$ cat src/rtl/muldiv.sv
// Iterative multiply/divide unit owning the HI/LO registers: shift-add multiply, restoring divide.
// Optional build macro MULDIV_FAST_MUL_EN: mult/multu complete in one cycle via a combinational product.
module muldiv #(
  parameter int WIDTH = 32,
  parameter int CNT_W = 6
) (
  input  logic             clk,
  input  logic             rst_n,
  input  logic             start,
  input  logic [2:0]       op,
  input  logic [WIDTH-1:0] a,
  input  logic [WIDTH-1:0] b,
  output logic             busy,
  output logic             done,
  output logic [WIDTH-1:0] hi,
  output logic [WIDTH-1:0] lo
);

  typedef enum logic [1:0] {IDLE, RUN, DONE} state_t;

  localparam logic [2:0] OP_MULT  = 3'b000;
  localparam logic [2:0] OP_MULTU = 3'b001;
  localparam logic [2:0] OP_DIV   = 3'b010;
  localparam logic [2:0] OP_DIVU  = 3'b011;
  localparam logic [2:0] OP_MTHI  = 3'b100;
  localparam logic [2:0] OP_MTLO  = 3'b101;

  function automatic logic [WIDTH-1:0] magnitude(input logic signed [WIDTH-1:0] v,
                                                 input logic is_signed);
    return (is_signed && v < 0) ? -v : v;
  endfunction

  function automatic logic [WIDTH-1:0] apply_sign(input logic [WIDTH-1:0] v, input logic neg);
    return neg ? -v : v;
  endfunction

  function automatic logic [2*WIDTH-1:0] apply_sign_dw(input logic [2*WIDTH-1:0] v,
                                                       input logic neg);
    return neg ? -v : v;
  endfunction

  state_t             state;
  logic [CNT_W-1:0]   cnt;
  logic [WIDTH-1:0]   mag_a, mag_b;
  logic [2*WIDTH-1:0] acc, acc_nxt, prod;
  logic               is_div, neg_res, neg_rem;
  logic [WIDTH-1:0]   res_hi, res_lo;
  logic [WIDTH:0]     sum, trial;

  logic             sgn_in, accept_op;
  logic [WIDTH-1:0] mag_a_in, mag_b_in;

  assign sgn_in    = ~op[0];
  assign accept_op = start && (state != RUN) && !op[2];
  assign mag_a_in  = magnitude(a, sgn_in);
  assign mag_b_in  = magnitude(b, sgn_in);

`ifdef MULDIV_FAST_MUL_EN
  logic [2*WIDTH-1:0] fast_prod;
  assign fast_prod = apply_sign_dw((2*WIDTH)'(mag_a_in) * (2*WIDTH)'(mag_b_in),
                                   sgn_in & (a[WIDTH-1] ^ b[WIDTH-1]));
`endif

  // acc holds {partial product, multiplier} or {remainder, dividend/quotient}
  always_comb begin
    acc_nxt = acc;
    sum     = '0;
    trial   = '0;
    if (is_div) begin
      trial = acc[2*WIDTH-1:WIDTH-1] - {1'b0, mag_b};
      if (!trial[WIDTH]) acc_nxt = {trial[WIDTH-1:0], acc[WIDTH-2:0], 1'b1};
      else               acc_nxt = {acc[2*WIDTH-2:0], 1'b0};
    end else begin
      sum     = {1'b0, acc[2*WIDTH-1:WIDTH]} + (acc[0] ? {1'b0, mag_a} : '0);
      acc_nxt = {sum, acc[WIDTH-1:1]};
    end
  end

  // Final step result; a zero divisor leaves remainder = |a| and forces an all-ones quotient
  always_comb begin
    prod = apply_sign_dw(acc_nxt, neg_res);
    if (is_div) begin
      res_lo = (mag_b == '0) ? '1 : apply_sign(acc_nxt[WIDTH-1:0], neg_res);
      res_hi = apply_sign(acc_nxt[2*WIDTH-1:WIDTH], neg_rem);
    end else begin
      {res_hi, res_lo} = prod;
    end
  end

  always_ff @(posedge clk) begin
    if (accept_op) begin
      mag_a   <= mag_a_in;
      mag_b   <= mag_b_in;
      is_div  <= op[1];
      neg_res <= sgn_in & (a[WIDTH-1] ^ b[WIDTH-1]);
      neg_rem <= sgn_in & a[WIDTH-1];
      acc     <= op[1] ? {{WIDTH{1'b0}}, mag_a_in} : {{WIDTH{1'b0}}, mag_b_in};
    end else if (state == RUN) begin
      acc <= acc_nxt;
    end
  end

  always_ff @(posedge clk or negedge rst_n) begin
    if (!rst_n) begin
      state <= IDLE;
      busy  <= 1'b0;
      done  <= 1'b0;
      hi    <= '0;
      lo    <= '0;
      cnt   <= '0;
    end else begin
      case (state)
        RUN: begin
          cnt <= cnt + 1'b1;
          if (cnt == CNT_W'(WIDTH - 1)) begin
            state <= DONE;
            busy  <= 1'b0;
            done  <= 1'b1;
            hi    <= res_hi;
            lo    <= res_lo;
          end
        end
        default: begin
          state <= IDLE;
          busy  <= 1'b0;
          done  <= 1'b0;
          if (start) begin
            case (op)
              OP_MTHI: hi <= a;
              OP_MTLO: lo <= a;
              OP_MULT, OP_MULTU: begin
`ifdef MULDIV_FAST_MUL_EN
                state    <= DONE;
                done     <= 1'b1;
                {hi, lo} <= fast_prod;
`else
                state <= RUN;
                busy  <= 1'b1;
                cnt   <= '0;
`endif
              end
              OP_DIV, OP_DIVU: begin
                state <= RUN;
                busy  <= 1'b1;
                cnt   <= '0;
              end
              default: ;
            endcase
          end
        end
      endcase
    end
  end

endmodule

$ cat config.mk
export PLATFORM = sky130hd
export DESIGN_NAME = muldiv
export DESIGN_NICKNAME = d
export VERILOG_FILES = /design/src/rtl/muldiv.sv
export SDC_FILE = /design/constraint.sdc
export NUM_CORES = 1
export LEC_CHECK = 0
export BUFFER_PORTS_ARGS = -buffer_cell sky130_fd_sc_hd__buf_2
export CAP_MARGIN = 20
export CORE_MARGIN = 2
export CORE_UTILIZATION = 60
export CTS_CLUSTER_DIAMETER = 150
export DETAILED_ROUTE_END_ITERATION = 6
export PLACE_DENSITY = 0.87
export SLEW_MARGIN = 15
export SYNTH_ARGS = -nofsm -noshare
export SYNTH_HDL_FRONTEND = slang
export SYNTH_SLANG_ARGS = --single-unit
$ cat constraint.sdc
create_clock -name clk -period 12 [get_ports clk]
set_input_delay 3 -clock clk [delete_from_list [all_inputs] [get_ports clk]]
set_output_delay 3 -clock clk [all_outputs]
set_load 0.1 [all_outputs]
==> results of run 1 <==
## critical path: stages (launching register included)
cell and delay (ns):
edfxtp_1 0.44, inv_1 0.12, ha_1 0.23, fa_1 0.40, nand2b_1 0.21, a21oi_1 0.32, o21ai_1 0.28, a31oi_4 0.32
o21ai_2 0.23, nand3_2 0.35, a21boi_0 0.39, ha_1 0.25, nand2_1 0.11, nor2_1 0.22, nand4_1 0.22, nand2b_1 0.38
nor3_1 0.51, and4_1 0.30, mux2i_1 0.10, o41ai_2 0.27, nor3b_1 0.23, nor3_1 0.08
## through the flow
| step | setup slack (ns) | hold slack (ns) |
|---|---|---|
| after floorplan | 5.701 | 0.4524 |
| after global placement | 6.032 | 0.4608 |
| after detailed placement | 6.029 | 0.4667 |
| after CTS | 6.113 | 0.4799 |
| after global routing | 5.502 | 0.5058 |
| final | 5.882 | 0.4776 |
## power by group
part / internal (mW) / switching [mW] / total, mW
clock network: 0.380 / 0.305 / 0.686
registers: 1.02 / 0.200 / 1.22
logic: 1.05 / 2.57 / 3.62
total: 2.45 / 3.07 / 5.52
## state kept, by name (all words and copies together), names as in the netlist
name     cells
acc         64
hi          32
lo          32
mag_a       32
mag_b       32
cnt          6
done         1
is_div       1
neg_rem      1
neg_res      1
state        1
## per-layer routing
| metal | wire (um) | vias up | global-route usage [%] |
|---|---|---|---|
| li1 | - | 7375 | - |
| met1 | 22940 | 7837 | 53.96 |
| met2 | 28450 | 1142 | 68.17 |
| met3 | 6523 | 245 | 7.465 |
| met4 | 4286 | 0 | 23.97 |
| met5 | 0 | - | 0 |
## Yosys cell counts, types with 6 or more instances
cell,n
nand2_1,185
nor2_1,173
o21ai_0,149
a21oi_1,148
edfxtp_1,131
xor2_1,83
clkbuf_1,80
inv_1,73
dfrtp_1,72
xnor2_1,72
ha_1,69
and2_1,57
nor3_1,57
mux2i_1,51
nand3_1,45
o22ai_1,41
a31oi_1,34
a21o_1,33
o211ai_1,31
nand2b_1,29
nand4_1,28
nor4_1,23
and3_1,22
or3_1,20
o31ai_1,19
buf_2,12
nor2b_1,12
o21ai_1,12
buf_1,11
a2111oi_0,10
mux2_2,10
a21boi_0,9
o21a_1,9
o21bai_1,9
a211oi_1,8
a31o_2,7
or4_1,7
and4_1,6
o41ai_1,6
## cell usage in the layout (no fill, tap or decap), drive strengths merged, types with 20 or more instances in the layout
cell and instances:
ha 69, nor4 23, buf 153, edfxtp 131, a21oi 150, clkbuf 34, nand2b 29, nand3 46
nor3 59, and3 22, or3 20, inv 76, dfrtp 72, nand4 28, nand2 186, a31oi 35
and2 57, o31ai 20, mux2i 52, o21ai 163, nor2 175, o211ai 31, xnor2 72, a21o 33
xor2 83, o22ai 42
## cells by family after synthesis
family | share of synthesized area (%)
simple gates | 20.40
compound gates | 23.16
flops | 34.59
buf+inv | 4.376
xor+xnor | 8.186
fa+ha+maj | 5.447
mux | 3.840
## cell type report
class | instances | area, um2
multi-input cells | 1575 | 10140
inverters | 76 | 289.0
diodes | 1 | 2.502
flip-flops and latches | 203 | 5736
fillers | 2258 | 8909
clock buffers | 34 | 654.4
well taps | 341 | 426.7
clock inverters | 7 | 53.80
repair buffers | 153 | 810.8
## worst min-delay path by stage
stage / startpoint / endpoint / slack, ns / cells after the start
floorplan: cnt[5]$_DFFE_PN0P_ / cnt[5]$_DFFE_PN0P_ / 0.45 / 1
global placement: lo[1]$_DFFE_PN0P_ / lo[1]$_DFFE_PN0P_ / 0.46 / 2
detailed placement: lo[25]$_DFFE_PN0P_ / lo[25]$_DFFE_PN0P_ / 0.47 / 2
CTS: lo[25]$_DFFE_PN0P_ / lo[25]$_DFFE_PN0P_ / 0.48 / 2
global route: lo[8]$_DFFE_PN0P_ / lo[8]$_DFFE_PN0P_ / 0.51 / 2
finish: lo[25]$_DFFE_PN0P_ / lo[25]$_DFFE_PN0P_ / 0.48 / 2
==> impl_metrics.json, run 1 <==
{
  "worstReg2RegStart": "acc[31]$_DFFE_PP_",
  "rows": 60,
  "grt_overflow": 0,
  "reg2regPathDepth": 21,
  "critPathKind": "reg2reg",
  "syn_nets": 2102,
  "clk_latency_ns": 0.56,
  "grt_pass1_wl_um": 92130,
  "drv_slew": 0,
  "ys_top_cells_by_area": "edfxtp_1, dfrtp_1, ha_1",
  "fp.dieH_um": 170.3,
  "fin_area_um2": 18120,
  "root_buffer": "clkbuf_16",
  "period_minus_slack_ns": 6.118,
  "cts_tree": "yes",
  "max_cap_viol_count": 0,
  "clock_skew_ns": 0.03817,
  "antenna_found_initial": 1,
  "place.port_buffers": 135,
  "r2r_end": "hi[30]$_DFFE_PN0P_",
  "fin_total_pwr_mw": 5.524,
  "yosysTopAreaCellShare_pct": 23.72,
  "drc": 0,
  "finalHoldViolations": 0,
  "place_hpwl_um": 47890,
  "dp.cells": 2348,
  "status": "finished, final reports clean",
  "required_ns": 12.40,
  "route.vias.total": 16600,
  "fin_nets": 2173,
  "placed_area_um2": 17410,
  "synth_cells": 1961,
  "vdd_ir_drop_max_mv": 0.2028,
  "drive_gt1_share_pct": 11.87,
  "routed_wl_um": 62200,
  "rsz0062_at_grt": "no",
  "finalSetupViolCount": 0,
  "drtIter0Drc": 2339,
  "fp.dieW_um": 170.3,
  "critical_path.startpoint": "acc[31]$_DFFE_PP_",
  "instances_no_fill": 2390,
  "synth_seq_cells": 203,
  "leakage_nw": 7.488,
  "rrSetupSlack_ns": 5.88,
  "die_area_um2": 28990,
  "ys_async_sr_fraction_pct": 35.47,
  "tightest_slew_ns": 1.259,
  "avgSynthCellArea_um2": 8.457,
  "fmax_mhz": 163.4,
  "clockBufferDepth": 3,
  "grt_pass1_vias": 15570,
  "yosys.area.top_type": "edfxtp_1",
  "start_util_pct": 61.36,
  "powerDensity_nw_per_um2": 304.9,
  "post_cts_resize_count": 0,
  "post_cts_buffers": 0,
  "via_per_inst": 6.945,
  "cp_max_fo": 13,
  "area_growth_pct": 9.250,
  "post-route-period-util_pct": 50.99,
  "dr.pass1.iters": 7,
  "ys_types": 93,
  "grt_usage_pct": 42.34,
  "arrival_ns": 6.52,
  "grt_start_max_net_pins": 75,
  "holdBufCountCts": 0,
  "ys.warnings.count": 0,
  "ys_seq_area_share_pct": 34.59,
  "cp-endpoint": "hi[30]$_DFFE_PN0P_",
  "cts.sinks": 203,
  "final_util_pct": 67.04,
  "synth_edf_count": 131,
  "fin_tns_setup_ns": 0,
  "syn_area_um2": 16580,
  "ctsHtreeMaxLevel": 1,
  "ant_nets": 0,
  "end_kind": "flip-flop",
  "cts_buffers": 23,
  "synth_flop_cell": "edfxtp_1",
  "slew_headroom_pct": 13.89,
  "coreArea_um2": 27030,
  "io_pins": 136,
  "clk_pin_slew_ns": 0.06,
  "post_drt_wl_per_cell_um": 26.03,
  "gp_congestion": 1.004,
  "hp-class": "reg2reg",
  "startpoint_type": "flip-flop"
}
Power figures use the tool's default switching activity.
==> run 2: changes to the inputs <==
- clock period: 12 -> 6.4 ns (I/O delays scaled with it)
==> impl_metrics.json, run 2 (same netlist as run 1, synthesis figures left out) <==
{
  "gp_congestion": 1.026,
  "route.vias.total": 16990,
  "hp-class": "reg2reg",
  "die_area_um2": 28990,
  "fin_nets": 2198,
  "leakage_nw": 7.665,
  "cts_buffers": 24,
  "holdBufCountCts": 0,
  "cts_tree": "yes",
  "dp.cells": 2372,
  "setup_ws_ns": 0.5847,
  "hold_ws_ns": 0.4776,
  "power.share.sequential_pct": 21.2,
  "powerDensity_nw_per_um2": 583.2,
  "drive_gt1_share_pct": 13.20,
  "place_ws_ns": 0.7889,
  "startpoint_type": "flip-flop",
  "clock_skew_ns": 0.01360,
  "drc": 3,
  "period_minus_slack_ns": 5.815,
  "critPathKind": "reg2reg",
  "rows": 60,
  "switching_share_pct": 55.13,
  "via_per_inst": 7.015,
  "finalHoldViolations": 0,
  "max_cap_viol_count": 0,
  "io_pins": 136,
  "fin_tns_setup_ns": 0,
  "cts.sinks": 203,
  "vdd_ir_drop_max_mv": 0.3910,
  "antenna_found_initial": 7,
  "clk_pin_slew_ns": 0.07,
  "violations": "DRC",
  "end_kind": "flip-flop",
  "final_util_pct": 68.37,
  "required_ns": 6.82,
  "place_hpwl_um": 49770,
  "instances_no_fill": 2422,
  "post_drt_wl_per_cell_um": 27.12,
  "internal-power_mw": 4.836,
  "fin_total_pwr_mw": 10.78,
  "routed_wl_um": 65690,
  "grt_start_max_net_pins": 73,
  "grt_overflow": 0,
  "placed_area_um2": 17630,
  "grt_pass1_wl_um": 96300,
  "post_cts_buffers": 0,
  "p_comb_share_pct": 65.3,
  "tightest_slew_ns": 1.127,
  "clk_latency_ns": 0.54,
  "coreArea_um2": 27030,
  "cp_max_fo": 13,
  "fmax_mhz": 172.0,
  "area_growth_pct": 11.42,
  "fin_area_um2": 18480,
  "netSwitchingPower_mw": 5.941,
  "ctsHtreeMaxLevel": 1,
  "grt_pass1_vias": 15780,
  "arrival_ns": 6.24,
  "grt_usage_pct": 44.64,
  "drtIter0Drc": 2428,
  "place.port_buffers": 135,
  "slew_headroom_pct": 24.60,
  "ant_nets": 0,
  "drv_slew": 0,
  "finalSetupViolCount": 0,
  "post_cts_resize_count": 0,
  "root_buffer": "clkbuf_16",
  "mostFrequentLayoutCells": "nand2_1, nor2_1, o21ai_0",
  "p_clk_share_pct": 13.6,
  "regMostFlops": "acc",
  "fp.dieW_um": 170.3,
  "largest_reg_flops": 64,
  "post-route-period-util_pct": 90.86,
  "clockBufferDepth": 3,
  "status": "complete, but fails checks",
  "rsz0062_at_grt": "no",
  "fp.dieH_um": 170.3,
  "dr.pass1.iters": 7,
  "layout.cells.most_common": "nand2_1",
  "start_util_pct": 61.36
}
[run 2: cell count changes in the layout (fill, tap and decap cells not counted), moves of 3 or more]
| cell | before | now |
|---|---|---|
| buf_4 | 18 | 39 |
| clkbuf_1 | 6 | 2 |
| clkbuf_16 | 23 | 26 |
| clkbuf_8 | 3 | 0 |
| clkinv_4 | 0 | 6 |
| clkinvlp_4 | 1 | 4 |
| diode_2 | 1 | 6 |
[run 2: worst paths after layout]
path                       slack, ns  cells past startpoint            endpoint               start
max                             0.58                     21  hi[30]$_DFFE_PN0P_   acc[31]$_DFFE_PP_
min                             0.48                      2  lo[20]$_DFFE_PN0P_  lo[20]$_DFFE_PN0P_
max reg2reg                     0.58                     21  hi[30]$_DFFE_PN0P_   acc[31]$_DFFE_PP_
min reg2reg                     0.48                      2  lo[20]$_DFFE_PN0P_  lo[20]$_DFFE_PN0P_
max in group asynchronous       4.47                      2  lo[16]$_DFFE_PN0P_               rst_n
min in group asynchronous       1.30                      2  hi[19]$_DFFE_PN0P_               rst_n
[run 2: power by group through the flow]
| stage | combinational, mW | clock (mW) | sequential (mW) |
|---|---|---|---|
| 6_report | 7.03 | 1.46 | 2.28 |
| 3_3_place_gp | 6.72 | 0 | 2.26 |
| 5_1_grt | 7.40 | 1.49 | 2.31 |
| 2_1_floorplan | 3.76 | 0 | 3.29 |
| 3_5_place_dp | 6.78 | 0 | 2.28 |
| 4_1_cts | 6.82 | 1.45 | 2.26 |
[run 2: cell type report]
class                      instances  area (um2)
antenna                            6       15.01
clock buffer                      28       658.1
clock inverter                    16       172.7
fill                            2148        8548
inverter                          76       289.0
multi-input combinational       1575       10140
sequential                       203        5736
tap                              341       426.7
timing repair buffer             177        1036
[run 2: layer usage]
metal	global-route usage [%]	vias to the layer above	wire length, um
li1	-	7440	-
met1	57.70	8078	24330
met2	69.57	1205	29270
met3	9.279	266	7472
met4	25.98	2	4611
met5	0	-	14
[run 2: critical path, stage by stage, from the launching register on]
cell and delay [ns]:
edfxtp_1 0.43, inv_1 0.08, ha_1 0.22, fa_1 0.40, nand2b_1 0.20, a21oi_1 0.33
o21ai_1 0.34, a31oi_4 0.34, o21ai_2 0.28, nand3_2 0.18, a21boi_0 0.37, ha_1 0.25
nand2_1 0.12, nor2_1 0.23, nand4_1 0.20, nand2b_1 0.33, nor3_1 0.42, and4_1 0.29
mux2i_1 0.10, o41ai_2 0.27, nor3b_1 0.23, nor3_1 0.08
==> run 3: changes to the inputs <==
- clock period: 6.4 -> 5.65 ns (I/O delays scaled with it)
==> impl_metrics.json, run 3 (same netlist as run 1, synthesis figures left out) <==
{
  "status": "finished, final reports clean",
  "p_clk_share_pct": 13.9,
  "critPathKind": "reg2reg",
  "grt_usage_pct": 44.19,
  "startpoint_type": "flip-flop",
  "max_cap_viol_count": 0,
  "drv_slew": 0,
  "finalHoldViolations": 0,
  "drc": 0,
  "via_per_inst": 6.973,
  "place_hpwl_um": 50360,
  "dr.pass1.iters": 6,
  "cp_max_fo": 11,
  "post_cts_buffers": 0,
  "clock_skew_ns": 0.02103,
  "area_growth_pct": 12.54,
  "p_comb_share_pct": 65.2,
  "regMostFlops": "acc",
  "fin_tns_setup_ns": 0,
  "internal-power_mw": 5.644,
  "setup_ws_ns": 0.1071,
  "post-route-period-util_pct": 98.10,
  "placed_area_um2": 17750,
  "fmax_mhz": 180.4,
  "rsz0062_at_grt": "no",
  "fp.dieW_um": 170.3,
  "drive_gt1_share_pct": 13.89,
  "finalSetupViolCount": 0,
  "cts.sinks": 203,
  "dp.cells": 2390,
  "powerDensity_nw_per_um2": 661.2,
  "root_buffer": "clkbuf_16",
  "grt_overflow": 0,
  "netSwitchingPower_mw": 6.697,
  "end_kind": "flip-flop",
  "coreArea_um2": 27030,
  "arrival_ns": 5.96,
  "switching_share_pct": 54.27,
  "power.share.sequential_pct": 20.9,
  "route.vias.total": 17030,
  "layout.cells.most_common": "nand2_1",
  "place.port_buffers": 135,
  "drtIter0Drc": 2481,
  "fin_area_um2": 18660,
  "grt_pass1_vias": 15730,
  "clk_pin_slew_ns": 0.06,
  "vdd_ir_drop_max_mv": 0.5089,
  "routed_wl_um": 65380,
  "slew_headroom_pct": 25.37,
  "cts_tree": "yes",
  "post_drt_wl_per_cell_um": 26.77,
  "largest_reg_flops": 64,
  "mostFrequentLayoutCells": "nand2_1, nor2_1, o21ai_0",
  "ctsHtreeMaxLevel": 1,
  "place_ws_ns": 0.3683,
  "fp.dieH_um": 170.3,
  "clk_latency_ns": 0.55,
  "period_minus_slack_ns": 5.543,
  "grt_pass1_wl_um": 95300,
  "cts_buffers": 24,
  "instances_no_fill": 2442,
  "start_util_pct": 61.36,
  "io_pins": 136,
  "ant_nets": 0,
  "required_ns": 6.06,
  "clockBufferDepth": 3,
  "tightest_slew_ns": 1.115,
  "rows": 60,
  "die_area_um2": 28990,
  "hp-class": "reg2reg",
  "leakage_nw": 7.804,
  "antenna_found_initial": 4,
  "fin_nets": 2218,
  "grt_start_max_net_pins": 65,
  "n_fill_cell": 2154,
  "gp_congestion": 1.063
}
-- run 3: worst paths after layout --
kind	depth (start not counted)	slack [ns]	end	start
setup / recovery	18	0.11	hi[20]$_DFFE_PN0P_	acc[37]$_SDFFCE_PP0P_
hold / removal	2	0.48	lo[25]$_DFFE_PN0P_	lo[25]$_DFFE_PN0P_
setup reg to reg	18	0.11	hi[20]$_DFFE_PN0P_	acc[37]$_SDFFCE_PP0P_
hold reg to reg	2	0.48	lo[25]$_DFFE_PN0P_	lo[25]$_DFFE_PN0P_
max in group asynchronous	2	3.71	lo[12]$_DFFE_PN0P_	rst_n
min in group asynchronous	1	0.86	done$_DFFE_PN0P_	rst_n
-- run 3: critical path: stages (launching register included) --
cell       delay [ns]
edfxtp_1         0.44
ha_1             0.53
nand2_1          0.19
a2111oi_0        0.49
o21ai_1          0.34
a31oi_4          0.34
o21ai_2          0.15
nand3_2          0.18
a21boi_0         0.27
ha_1             0.21
nand2_1          0.12
nor2_1           0.22
nand4_1          0.16
nand2b_1         0.34
or3_1            0.48
o22ai_1          0.35
a21oi_1          0.13
xnor2_1          0.32
o22ai_1          0.13
-- run 3: repair_timing --
action / 4_1_cts / 5_1_grt
hold buffers: 0 / 0
endpoints found under the setup margin: 0 / 5
gates resized for setup: 0 / 1
-- run 3: power groups by stage --
stage / Clock, mW / Sequential (mW) / Combinational (mW)
2_1_floorplan: 0 / 3.73 / 4.26
3_3_place_gp: 0 / 2.55 / 7.73
3_5_place_dp: 0 / 2.58 / 7.78
4_1_cts: 1.69 / 2.55 / 7.83
5_1_grt: 1.75 / 2.61 / 8.47
6_report: 1.72 / 2.58 / 8.05
-- run 3: final cells by class --
type,instances,area [um2],area share (%)
Multi-Input combinational cell,1575,10150,54.38
Clock inverter,14,166.4,0.8917
Sequential cell,203,5736,30.73
Timing Repair Buffer,197,1184,6.342
Clock buffer,30,696.9,3.734
Inverter,76,289.0,1.549
Antenna cell,6,15.01,0.08045
Tap cell,341,426.7,2.286
-- run 3: per-layer routing --
| layer | global-route usage, % | vias up | wire length [um] |
|---|---|---|---|
| li1 | - | 7478 | - |
| met1 | 56.20 | 8008 | 23720 |
| met2 | 69.53 | 1264 | 29000 |
| met3 | 9.047 | 279 | 7805 |
| met4 | 26.76 | 0 | 4853 |
| met5 | 0 | - | 0 |
-- run 3: stage by stage --
stage / hold slack, ns / utilization, % / power (mW)
after global routing: 0.4979 / 69.01 / 12.83
after CTS: 0.4851 / 68.86 / 12.07
after detailed placement: 0.4673 / 65.67 / 10.35
final: 0.4842 / 69.06 / 12.34
after global placement: 0.4633 / 65.67 / 10.28
after floorplan: 0.4524 / - / 7.984
